## src/rtl/wb_regfile_writer.sv

```systemverilog
// Write-back stage: selects the MEM/WB result and commits it to a 32x32 register
// file with bypassed read ports. A circular log records every committed value.
module wb_regfile_writer #(
    parameter int DATA_W    = 32,
    parameter int NREG      = 32,
    parameter int LOG_DEPTH = 16
) (
    input  logic                         Clk,
    input  logic                         Reset,
    input  logic                         RegWriteIn,
    input  logic [1:0]                   MemToRegIn,
    input  logic [DATA_W-1:0]            RDin,
    input  logic [DATA_W-1:0]            ALUResultIn,
    input  logic [DATA_W-1:0]            PCin,
    input  logic [$clog2(NREG)-1:0]      WriteRegisterIn,
    input  logic [$clog2(NREG)-1:0]      ReadRegister1,
    input  logic [$clog2(NREG)-1:0]      ReadRegister2,
    output logic [DATA_W-1:0]            ReadData1,
    output logic [DATA_W-1:0]            ReadData2,
    output logic [DATA_W-1:0]            WriteDataOut,
    input  logic [$clog2(LOG_DEPTH)-1:0] LogIndex,
    output logic [DATA_W-1:0]            LogData,
    output logic [$clog2(LOG_DEPTH):0]   LogCount,
    output logic                         LogWrapped
);

    localparam int AW = $clog2(NREG);
    localparam int LW = $clog2(LOG_DEPTH);

    logic              we;
    logic [DATA_W-1:0] regs_q [NREG];
    logic [DATA_W-1:0] log_q  [LOG_DEPTH];
    logic [LW-1:0]     wp_q, wp_d;
    logic [LW:0]       count_q, count_d;
    logic              wrapped_q, wrapped_d;
    logic [LW-1:0]     logSlot;

    assign we = RegWriteIn && (WriteRegisterIn != '0);

    always_comb begin
        case (MemToRegIn)
            2'b01:   WriteDataOut = RDin;
            2'b10:   WriteDataOut = PCin + DATA_W'(4);
            default: WriteDataOut = ALUResultIn;
        endcase
    end

    // Same-cycle write is forwarded so decode sees the value being committed now.
    assign ReadData1 = (ReadRegister1 == AW'(0)) ? '0 :
                       (we && ReadRegister1 == WriteRegisterIn) ? WriteDataOut :
                       regs_q[ReadRegister1];
    assign ReadData2 = (ReadRegister2 == AW'(0)) ? '0 :
                       (we && ReadRegister2 == WriteRegisterIn) ? WriteDataOut :
                       regs_q[ReadRegister2];

    always_comb begin
        wp_d      = wp_q;
        count_d   = count_q;
        wrapped_d = wrapped_q;
        if (we) begin
            wp_d = wp_q + LW'(1);
            if (count_q == (LW+1)'(LOG_DEPTH))
                wrapped_d = 1'b1;
            else
                count_d = count_q + (LW+1)'(1);
        end
    end

    always_ff @(posedge Clk) begin
        if (!Reset) begin
            for (int i = 0; i < NREG; i++)
                regs_q[i] <= '0;
            for (int i = 0; i < LOG_DEPTH; i++)
                log_q[i] <= '0;
            wp_q      <= '0;
            count_q   <= '0;
            wrapped_q <= 1'b0;
        end else begin
            if (we) begin
                regs_q[WriteRegisterIn] <= WriteDataOut;
                log_q[wp_q]             <= WriteDataOut;
            end
            wp_q      <= wp_d;
            count_q   <= count_d;
            wrapped_q <= wrapped_d;
        end
    end

    // Index 0 is the entry just behind the write pointer (newest).
    assign logSlot    = wp_q - LW'(1) - LogIndex;
    assign LogData    = ({1'b0, LogIndex} < count_q) ? log_q[logSlot] : '0;
    assign LogCount   = count_q;
    assign LogWrapped = wrapped_q;

endmodule

```

## config.mk

```make
export PLATFORM = sky130hd
export DESIGN_NAME = wb_regfile_writer
export DESIGN_NICKNAME = d
export VERILOG_FILES = /design/src/rtl/wb_regfile_writer.sv
export SDC_FILE = /design/constraint.sdc
export NUM_CORES = 2
export LEC_CHECK = 0
export CAP_MARGIN = 15
export CELL_PAD_IN_SITES_DETAIL_PLACEMENT = 1
export CELL_PAD_IN_SITES_GLOBAL_PLACEMENT = 1
export CORE_MARGIN = 5
export CORE_UTILIZATION = 45
export CTS_CLUSTER_DIAMETER = 40
export DETAILED_ROUTE_END_ITERATION = 16
export DONT_BUFFER_PORTS = 1
export GPL_TIMING_DRIVEN = 1
export PLACE_DENSITY_LB_ADDON = 0.1
export SLEW_MARGIN = 20
export SYNTH_ARGS = -nofsm -noshare
export SYNTH_HDL_FRONTEND = slang
export SYNTH_SLANG_ARGS = --single-unit
```

## constraint.sdc

```tcl
create_clock -name Clk -period 4.1 [get_ports Clk]
set_input_delay 0.615 -clock Clk [delete_from_list [all_inputs] [get_ports Clk]]
set_output_delay 0.615 -clock Clk [all_outputs]
set_load 0.01 [all_outputs]
```

======== Word-level counts from Yosys, hierarchy flattened ========
Memory sizes are Yosys's and may differ from the RTL's.
Cells that the tools add are included.
word-level totals
  memories ................................ 2
  register bits ........................... 10
  RAM bits ................................ 1,536
  word-level logic and storage cells ...... 43
  output and inout port bits .............. 134
  bits of input ports ..................... 120
memories
  name    depth  width  rd ports  clocked after memory_dff  wr ports  RTL line  RTL
  regs_q  32     32     2         0                         32        31        logic [DATA_W-1:0] regs_q [NREG];
  log_q   16     32     1         0                         16        32        logic [DATA_W-1:0] log_q [LOG_DEPTH];
cells by class
  eq/ne operators ......................... 5
  bitwise gates (word level) .............. 1
  mux-type cells .......................... 16
  $add $sub $neg .......................... 5
  $lt $le $gt $ge ......................... 1
  reduce and logical (&&, ||, !) cells .... 10
operator list
  kind                                                                   number
  32-bit two-way mux                                                     7
  32-bit one-hot mux with 2 select lines                                 1
  32-bit OR reduction                                                    2
  32-bit by 3-bit adder with 32-bit output, second input constant        1
  5-bit equality test                                                    2
  5-bit logical NOT                                                      2
  1-bit two-way mux                                                      6
  5-bit by 1-bit adder with 5-bit output, second input constant          1
  5-bit equality test, second input constant                             1
  4-bit by 5-bit less-than comparator with 1-bit output                  1
  5-bit two-way mux                                                      1
  5-bit nonzero test                                                     1
  4-bit by 1-bit adder with 4-bit output, second input constant          1
  4-bit two-way mux                                                      1
  2-bit AND reduction                                                    2
  4-bit by 1-bit subtractor with 4-bit output, second input constant     1
  4-bit subtractor                                                       1
  1-bit logical AND                                                      3
  2-bit by 1-bit equality test with 1-bit output, second input constant  1
  2-bit equality test, second input constant                             1
  1-bit NOT                                                              1

======== Longest topological paths before layout ========
  depth after elaboration ................. 7
  mapped depth ............................ 12
  mapped depth without buffers ............ 8

======== Worst setup path before layout ========
Ideal clock, no wire load.
  path type ............................... input to output
  from .................................... input LogIndex[0]
  to ...................................... output LogData[23]
  buffers on the path ..................... 3
  data arrival time ....................... 2.998 ns
  path slack .............................. 0.487 ns
  stages .................................. 9
  cells stage by stage .................... inv_1 ha_1 fa_1 clkbuf_1 clkbuf_1 clkbuf_1 mux4_2 mux2i_1 a211oi_1
on the way
  word-level cells in the longest chain between the ends .. 3
  elaborated cells on any way between the ends .. 4
  classes of those cells .................. add/sub (1); order compare (1); mux (1); memory (1)
RTL lines
  element                 RTL line  RTL
  start: declaration      21        input logic [$clog2(LOG_DEPTH)-1:0] LogIndex,
  4-bit subtractor        90        assign logSlot = wp_q - LW'(1) - LogIndex;
  memory 16 x 32 bit      --
  32-bit two-way mux (*)  91        assign LogData = ({1'b0, LogIndex} < count_q) ? log_q[logSlot] : '0;
  end: declaration        22        output logic [DATA_W-1:0] LogData,
Mark *: on every way between the ends. The rest lies on a longest branch, timed or not.

======== Final worst setup path ========
  from .................................... register wp_q[0]
  to ...................................... output LogData[21]
on the way
  word-level cells in the longest chain between the ends .. 4
RTL lines
  element                                      RTL line  RTL
  start: declaration                           33        logic [LW-1:0] wp_q, wp_d;
  start signal: assignment                     83        wp_q <= wp_d;
  4-bit by 1-bit subtractor with 4-bit output  90
  4-bit subtractor                             90
  memory 16 x 32 bit                           --
  32-bit two-way mux                           91
Every way passes these cells.

==> results.txt <==
Wire per inst: 37.5 um
Max-slew violations: 0
Commonest non-fill, non-tap cell in the layout: edfxtp_1
Most frequent cells in the layout: 1536 x edfxtp_1, 1534 x nor2_1, 687 x mux4_2
Row count: 151
Fin crit period: 4.18 ns
Nets: 5499
Pwr per Cell Area: 494 nW/um2
Die extent in y: 422 um
Post-synth ARST share: 0%
CTS H-tree depth: 4
Synthesis Warnings: 0
Cell chosen for the clock root: clkbuf_16
Core ar.: 169000 um2
Detail Route Antenna Nets: 0
Worst-skew pair later-pin latency: 0.87 ns
Post-DR vias/cell: 6.55
Non-Filler Instances: 7791
Initial antenna violation count: 15
Cells after synthesis: 5259
Outcome: finished, violations left
Crit path kind: reg -> out
Leak pwr: 31.1 nW
Sequential element share of the synthesized area: 60.7%
Post-Layout Inst Area: 89500 um2
CTS Buf Count: 230
Post-synth EDFFs: 1536
1st-pass router iterations: 7
Min-delay worst type: in -> reg
Hold Fails Final Rpt: 0
Final HPWL DP: 168000 um
Global-route wire length before repair: 406000 um
Final WL: 292000 um
Max_cap viols: 0
Slew HR: 27.6%
Synth Flop Type: edfxtp_1
Total power: 44.2 mW
Pin count of the biggest net entering global routing: 268
Post-synthesis cell type count: 53
# port buffers: 0
Critical Path Fanout Max: 5
Final TNS setup: -0.609 ns
CTS clock-pin slew for the worst setup and hold paths: 0.06 ns
Layout area overhead: 17.2%
# DRC: 0
Top achievable clock speed: 0.239 GHz
Cell area after synthesis: 76300 um2
Max IR drop VDD: 415 uV
DP Cell Count: 7317
Die width: 422 um
Number of global-route vias before repair: 52900
Initial DRC Count: 6311
Total clock sinks: 1546
Skew final: 0.0329 ns
CP endpoint kind: output pin
Die area: 178000 um2
Flops & latches, synth: 1546
Final setup margin: -0.0772 ns
Initial Util: 45.1%
CTS tree: built
Period utilization: 102%
Final setup violation count: 22
Failing checks: setup timing
Startpoint types: flip-flop
Measured slew at the worst slew-check pin: 1.09 ns
Vias: 51000
GPL Wtd Cong: 0.854
Avg Cell Area, Syn: 14.5 um2
I/O pin count: 254
Arr. time, crit path: 3.56 ns
CP required: 3.48 ns
GRT Total Usage: 32.3%
RSZ-0062 raised after global routing: yes
Layout cell share with drive strength beyond 1: 29.5%
Placed instance area: 80800 um2
Grt ovf: 0
CTS max path bufs: 3
==> layout make-up <==
cell class                      instances  area, um2
Fill cell                           15800      79600
Clock inverter                        155       1640
Timing Repair Buffer                  421       4230
Multi-Input combinational cell       3111      28200
Sequential cell                      1546      46300
Antenna cell                           11       27.5
Inverter                               53        199
Tap cell                             2218       2780
Clock buffer                          276       6040
==> repair_timing <==
action	in CTS	in global routing
gates resized for setup	65	21
hold buffers	0	0
gates cloned	12	3
pin swaps	20	18
endpoints found under the setup margin	36	35
buffers inserted	16	1
==> cells by family (layout without fill, tap and decap cells) <==
family | Yosys count | in the layout | synth area share, %
muxes | 850 | 850 | 22.4
DFF | 1546 | 1546 | 60.7
AOI/OAI and AO/OA | 327 | 327 | 3.09
xor gates and xnor gates | 47 | 47 | 0.539
adders and majority gates | 16 | 16 | 0.272
other | 1 | 43 | 0.00491
buffers and inverters | 633 | 905 | 3.41
and+or+nand+nor | 1839 | 1839 | 9.57
==> worst max-delay path, cell delays in order, from the launching register on <==
cell	delay, ns
dfxtp_4	0.37
ha_4	0.16
fa_4	0.79
buf_12	0.15
buf_12	0.16
buf_16	0.15
mux4_2	0.29
mux2i_1	0.27
a211oi_2	0.16
buf_4	0.20
==> registers in the layout, summed over array words and instances, names as in the netlist <==
signal	count
wp_q	4
LogWrapped	1
log_q	512
regs_q	1024
LogCount	5
==> metrics by stage <==
step	hold slack [ns]	util, %	worst slack [ns]
after detailed placement	0.525	47.8	0.00499
after global placement	0.526	47.8	-0.0103
after floorplan	0.505	-	0.487
after CTS	0.108	52.8	-0.208
final	0.166	52.9	-0.0772
after global routing	0.141	52.9	-0.141
==> cell usage after synthesis, drive strengths merged (3+ instances only) <==
| master | count | area, um2 |
|---|---|---|
| nor2 | 1539 | 5780 |
| edfxtp | 1536 | 46100 |
| mux4 | 687 | 15500 |
| clkbuf | 449 | 1690 |
| a211oi | 162 | 1220 |
| mux2i | 159 | 1590 |
| buf | 131 | 716 |
| nand2 | 115 | 432 |
| nor2b | 58 | 363 |
| inv | 51 | 191 |
| nand3 | 41 | 205 |
| o22ai | 40 | 250 |
| o21ai | 37 | 185 |
| xnor2 | 30 | 263 |
| nor3 | 29 | 145 |
| a222oi | 19 | 190 |
| nand4 | 18 | 113 |
| a21oi | 17 | 85.1 |
| xor2 | 17 | 149 |
| ha | 15 | 188 |
| a221oi | 12 | 105 |
| nor4 | 12 | 87.6 |
| dfxtp | 10 | 200 |
| a22oi | 9 | 67.6 |
| and3 | 9 | 56.3 |
| a221o | 5 | 50.1 |
| a31oi | 5 | 31.3 |
| nand2b | 5 | 31.3 |
| nor3b | 5 | 37.5 |
| a2111oi | 4 | 35.0 |
| a21o | 4 | 30.0 |
| mux2 | 4 | 45.0 |
| o32ai | 3 | 26.3 |
| or2 | 3 | 18.8 |
==> power by group <==
| group | internal (mW) | switching (mW) | leakage, nW |
|---|---|---|---|
| registers | 18.2 | 0.353 | 15.1 |
| logic | 2.63 | 3.34 | 12.3 |
| clock network | 12.1 | 7.61 | 3.68 |
| total | 32.9 | 11.3 | 31.1 |
==> final timing paths <==
check,startpoint,depth (start not counted),end,slack (ns)
setup / recovery,wp_q[0],9,LogData[21],-0.08
hold / removal,ALUResultIn[5],2,log_q[1][5],0.17
setup reg to reg,wp_q[2],4,log_q[2][24],1.30
hold reg to reg,LogWrapped,2,LogWrapped,0.57
==> metal layers <==
| metal | wire (um) | global-route usage, % |
|---|---|---|
| met2 | 144000 | 54.6 |
| met5 | 68 | 0 |
| met3 | 22900 | 6.07 |
| met4 | 18500 | 16.7 |
| met1 | 107000 | 39.8 |
Note: power is estimated with default switching activity, not from simulation.
